### src/rtl/mystery_pkg.sv
// Shared constants for the prime detector: operand width and reference prime mask.
package mystery_pkg;

  localparam int unsigned N_W = 6;

  // Bit i is set exactly when i is prime, for i in 0..63.
  localparam logic [63:0] PRIME_MASK = 64'h28208A20_A08A28AC;

  // Mask-based lookup, kept alongside the case decode as a cross-reference.
  function automatic logic mask_is_prime(input logic [N_W-1:0] n);
    return PRIME_MASK[n];
  endfunction

endpackage

### src/rtl/mystery_prime_lut.sv
// Combinational primality decode of a 6-bit value via a full 64-way case table.
module mystery_prime_lut
  import mystery_pkg::*;
(
  input  logic [N_W-1:0] n,
  output logic           is_prime
);

  // Every one of the 64 codes is listed so no value can decode to X.
  always_comb begin
    is_prime = 1'b0;
    case (n)
      6'd0:  is_prime = 1'b0;
      6'd1:  is_prime = 1'b0;
      6'd2:  is_prime = 1'b1;
      6'd3:  is_prime = 1'b1;
      6'd4:  is_prime = 1'b0;
      6'd5:  is_prime = 1'b1;
      6'd6:  is_prime = 1'b0;
      6'd7:  is_prime = 1'b1;
      6'd8:  is_prime = 1'b0;
      6'd9:  is_prime = 1'b0;
      6'd10: is_prime = 1'b0;
      6'd11: is_prime = 1'b1;
      6'd12: is_prime = 1'b0;
      6'd13: is_prime = 1'b1;
      6'd14: is_prime = 1'b0;
      6'd15: is_prime = 1'b0;
      6'd16: is_prime = 1'b0;
      6'd17: is_prime = 1'b1;
      6'd18: is_prime = 1'b0;
      6'd19: is_prime = 1'b1;
      6'd20: is_prime = 1'b0;
      6'd21: is_prime = 1'b0;
      6'd22: is_prime = 1'b0;
      6'd23: is_prime = 1'b1;
      6'd24: is_prime = 1'b0;
      6'd25: is_prime = 1'b0;
      6'd26: is_prime = 1'b0;
      6'd27: is_prime = 1'b0;
      6'd28: is_prime = 1'b0;
      6'd29: is_prime = 1'b1;
      6'd30: is_prime = 1'b0;
      6'd31: is_prime = 1'b1;
      6'd32: is_prime = 1'b0;
      6'd33: is_prime = 1'b0;
      6'd34: is_prime = 1'b0;
      6'd35: is_prime = 1'b0;
      6'd36: is_prime = 1'b0;
      6'd37: is_prime = 1'b1;
      6'd38: is_prime = 1'b0;
      6'd39: is_prime = 1'b0;
      6'd40: is_prime = 1'b0;
      6'd41: is_prime = 1'b1;
      6'd42: is_prime = 1'b0;
      6'd43: is_prime = 1'b1;
      6'd44: is_prime = 1'b0;
      6'd45: is_prime = 1'b0;
      6'd46: is_prime = 1'b0;
      6'd47: is_prime = 1'b1;
      6'd48: is_prime = 1'b0;
      6'd49: is_prime = 1'b0;
      6'd50: is_prime = 1'b0;
      6'd51: is_prime = 1'b0;
      6'd52: is_prime = 1'b0;
      6'd53: is_prime = 1'b1;
      6'd54: is_prime = 1'b0;
      6'd55: is_prime = 1'b0;
      6'd56: is_prime = 1'b0;
      6'd57: is_prime = 1'b0;
      6'd58: is_prime = 1'b0;
      6'd59: is_prime = 1'b1;
      6'd60: is_prime = 1'b0;
      6'd61: is_prime = 1'b1;
      6'd62: is_prime = 1'b0;
      6'd63: is_prime = 1'b0;
    endcase
  end

endmodule

### src/rtl/mystery_prime_detector.sv
// Registered prime detector: captures {a..f}, decodes primality, registers the flag.
module mystery_prime_detector
  import mystery_pkg::*;
(
  input  logic clk,
  input  logic reset,
  input  logic a,
  input  logic b,
  input  logic c,
  input  logic d,
  input  logic e,
  input  logic f,
  output logic x
);

  logic [N_W-1:0] n_q;
  logic           prime_c;

  mystery_prime_lut u_lut (
    .n        (n_q),
    .is_prime (prime_c)
  );

  // Two-stage pipeline: input capture then registered decode; reset clears both.
  always_ff @(posedge clk) begin
    if (reset) begin
      n_q <= N_W'(0);
      x   <= 1'b0;
    end else begin
      n_q <= {a, b, c, d, e, f};
      x   <= prime_c;
    end
  end

endmodule

### config.mk
export PLATFORM = sky130hd
export DESIGN_NAME = mystery_prime_detector
export DESIGN_NICKNAME = d
export VERILOG_FILES = /design/src/rtl/mystery_pkg.sv /design/src/rtl/mystery_prime_lut.sv /design/src/rtl/mystery_prime_detector.sv
export SDC_FILE = /design/constraint.sdc
export NUM_CORES = 1
export LEC_CHECK = 0
export ABC_AREA = 0
export CAP_MARGIN = 15
export CORE_AREA = 2 2 39 41
export CTS_CLUSTER_SIZE = 16
export DETAILED_ROUTE_END_ITERATION = 6
export DIE_AREA = 0 0 41 43
export GPL_TIMING_DRIVEN = 0
export PLACE_DENSITY = 0.43
export SLEW_MARGIN = 20
export SYNTH_ARGS = -nofsm -noshare
export SYNTH_HDL_FRONTEND = slang
export SYNTH_SLANG_ARGS = --single-unit
### constraint.sdc
create_clock -name clk -period 1 [get_ports clk]
set_input_delay 0.2 -clock clk [delete_from_list [all_inputs] [get_ports clk]]
set_output_delay 0.2 -clock clk [all_outputs]
set_load 0.01 [all_outputs]
==> After elaboration in Yosys (flattened, before gate mapping) <==
Memory sizes are Yosys's and may differ from the RTL's. A register that Yosys moved wholly into a read port is not among the register bits.
Cells that the tools add are included.
{ "word_totals": {"reg_bits": 6, "romBits": 64, "wordCells": 2, "n_memories": 1} }
{ "memory_table": {"columns": ["memory", "words", "word_bits", "rd", "rd_clocked_by_memory_dff", "write_ports", "line_no", "text"], "rows": [
  ["(name not given)", 64, 1, 1, 1, 0, "mystery_prime_lut.sv:12", "case (n)"]
]} }

==> Logic depth before layout (Yosys ltp) <==
Gate-level depths: netlist of run 1.
{ "depth": {"depth_word": 0, "mapped_depth": 3} }

==> By module <==
Synthesis of run 1 repeated with hierarchy kept, for this count alone.
{ "hier_totals": {"cells_unflattened": 29, "area_unflattened_um2": 291.5} }
{ "modules_own_cells": {"columns": ["module", "instances", "cells_each", "area_each_um2"], "rows": [
  ["mystery_prime_detector", 1, 14, 183.9],
  ["mystery_prime_lut", 1, 15, 107.6]
]} }

==> Worst setup path before layout of run 1 <==
No wires, ideal clock.
{ "synth_timing": {"path_kind": "register to register", "startpoint": "register n_q[2]", "endpoint": "register x", "setup_ps": 88, "t_arrival_ps": 907, "t_required_ps": 912, "setup_slack_ps": 5, "stages_incl_launch_ff": 4, "path_buffers": 0, "period_less_slack_ps": 995, "cell_sequence": "dfxtp_1 > nor2b_4 > a31o_1 > o32ai_2"} }
{ "synth_lines": {"columns": ["item", "line_no", "text"], "rows": [
  ["start, declared", "mystery_prime_detector.sv:16", "logic [N_W-1:0] n_q;"],
  ["start signal, assigned", "mystery_prime_detector.sv:30", "n_q <= {a, b, c, d, e, f};"],
  ["end, declared", "mystery_prime_detector.sv:13", "output logic x"]
]} }

==> results by group, run 1 <==
Drt
  • WL final: 505 um
  • WL/cell: 8.56 um
  • Post-route ant nets: 0
  • Pre-antenna DRT Iters: 4
  • Vias per cell: 4.42
  • Vias post-DR: approximately 260
  • 1st-iter DRT viols: 5
  • DRC viols: 0

Layout
  • Ratio of cells with drive above 1 in the final layout: 0.233
  • Nets: 52
  • Final core utilization: 0.311
  • Post-route cell area: 430 um^2
  • Most frequent cells in the layout: 6 x nor2b_1, 6 x clkdlybuf4s50_1, 3 x clkbuf_4, 3 x dfxtp_1, 3 x dfxtp_2
  • Area Growth Syn to Fin: 42.1%
  • Antenna Cells: 0

Timing
  • Count of final hold-check violations: 0
  • Final setup violation count: 0
  • Worst slew pin tran: 0.264 ns
  • RSZ-0062 raised after global routing: true
  • Max-slew headroom: 0.824
  • Sum Neg Setup Slack: 0 ns
  • Final worst slack: 0.0256 ns
  • Max Fclk: between 1 and 1.5 GHz
  • Tcrit/Tclk final: 0.974
  • Max Slew Vio Count: 0
  • Minimum clock period: between 0.9 and 1 ns
  • Worst Skew: 0.00141 ns

Logic synthesis
  • Yosys cell types: 16
  • Sequential fraction of the synthesis area: 0.463
  • Number of synthesized register bits: 7
  • Mapped Area: 303 um^2
  • Syn_nets: 39
  • Syn avg cell area: 9.77 um^2
  • Ys Warns: 0
  • Syn Inst Count: 31

CTS
  • CTS Buf Count: 3
  • CTS tree: done
  • Worst-skew pair later-pin latency: 0.25 ns
  • H-tree levels: 1
  • Maximum buffer depth of the clock tree: 2
  • Number of hold buffers added after CTS: 0
  • Worst-path clk slew: 0.05 ns
  • CTS sink count: 7
  • Clock root buffer: clkbuf_4

Floorplan
  • Starting density of the core: 0.219
  • Die area: ~1800 um^2
  • Row count: 14
  • Core area: 1380 um^2
  • Die X: 41 um
  • Die height: 43 um
  • # IOs: 9

Hold path
  • Hold Crit Class: input port to flip-flop

Power
  • Pwr/cell area: about 1500 nW/um^2
  • Design Power: approximately 630 uW
  • LEAKAGE: 0.160 nW
  • VDD IR max: 0.523 mV

Worst setup path
  • CP max FO: 8
  • Crit start category: flip-flop
  • WS Path Type: flip-flop to flip-flop
  • Required @ worst endpoint: 1.16 ns
  • Worst Path Arrival: 1.13 ns
  • CP Capture Type: flip-flop

Placement
  • Post-Place Cell Area: between 400 and 500 um^2
  • RePlAce Congestion: 0.671
  • Post-DP HPWL: 393 um
  • Setup WS pre-CTS: -0.323 ns
  • # port buffers: 8

Global routing
  • Largest net degree at the start of global routing: 9
  • Initial antenna violation count: 0
  • GRT Overall Usage: 0.0854
  • First-pass GRT wire length: 945 um
  • GR Overflow Total: 0
  • Number of global-route vias before repair: 224

Flow run
  • Max cap viols: 0

Run status
  • Status: completed
## timing repair
item / 4_1_cts / 5_1_grt
buffers inserted: 0 / 0
endpoints found under the setup margin: 2 / 2
gates resized for setup: 6 / 3
pin swaps: 1 / 0
cloned: 0 / 0
## flip-flops by register name, summed over array words and instances (netlist names)
signal  cells
n_q         6
x           1
## cell type report
cell class,count,area [um^2]
fillers,152,953
multi-input cells,22,155
flip-flops and latches,7,148
repair buffers,8,73.8
clock buffers,4,26.3
well taps,16,20.0
inverters,2,7.51
## synthesized netlist by cell type
cell type | number | area, um^2
a21boi_0 | 1 | 7.51
a21oi_1 | 2 | 10.0
a31o_1 | 1 | 8.76
dfxtp_1 | 7 | 140
inv_1 | 2 | 7.51
nand2_1 | 1 | 3.75
nand2b_1 | 1 | 6.26
nand3b_1 | 2 | 15.0
nor2_1 | 2 | 7.51
nor2b_1 | 6 | 37.5
nor2b_4 | 1 | 13.8
nor3_1 | 1 | 5.00
o2111ai_1 | 1 | 8.76
o211ai_1 | 1 | 7.51
o32ai_2 | 1 | 16.3
or2b_1 | 1 | 7.51
## kinds of logic after synthesis
group / share of synthesized area
AND/OR/NAND/NOR: 0.318
flip-flops: 0.463
AO/OA/AOI/OAI: 0.194
buffers and inverters: 0.0248
## where the power goes
group          switching, mW  internal [mW]
Sequential            0.0167          0.296
Combinational         0.0237         0.0497
Clock                 0.0968          0.152
## per-layer routing
| layer | up-vias | part of all wire | GRT usage |
|---|---|---|---|
| met5 | - | 0 | 0 |
| met4 | 0 | 0.016 | 0.100 |
| met3 | 2 | 0.030 | 0.0314 |
| met2 | 7 | 0.51 | 0.0969 |
| met1 | 121 | 0.44 | 0.106 |
| li1 | 131 | - | - |
## critical path, cell delays in order, from the launching register on
cell and delay [ns]:
dfxtp_4 0.36, nor2b_4 0.13, a31o_1 0.21, o32ai_2 0.19
## per-stage QoR
| step | instances | hold slack [ns] |
|---|---|---|
| finish | 59 | 0.416 |
| CTS | 59 | 0.425 |
| global placement | 55 | 0.536 |
| global route | 59 | 0.443 |
| floorplan | 31 | 0.272 |
| detailed placement | 55 | 0.535 |
## worst paths after layout
kind         slack (ns)     end   start  cells past startpoint
max                0.03       x  n_q[2]                      3
min                0.42  n_q[2]   reset                      2
max reg2reg        0.03       x  n_q[2]                      3
min reg2reg        0.54       x  n_q[5]                      2
Power figures use the tool's default switching activity.
==> run 2: changes to the inputs <==
--- a/config.mk
+++ b/config.mk
@@ -13,7 +13,6 @@
 export DIE_AREA = 0 0 41 43
 export GPL_TIMING_DRIVEN = 0
 export PLACE_DENSITY = 0.43
-export SLEW_MARGIN = 20
 export SYNTH_ARGS = -nofsm -noshare
 export SYNTH_HDL_FRONTEND = slang
 export SYNTH_SLANG_ARGS = --single-unit
==> results of run 2 <==
The final DEF is identical to that of run 1; final timing and power are the same.
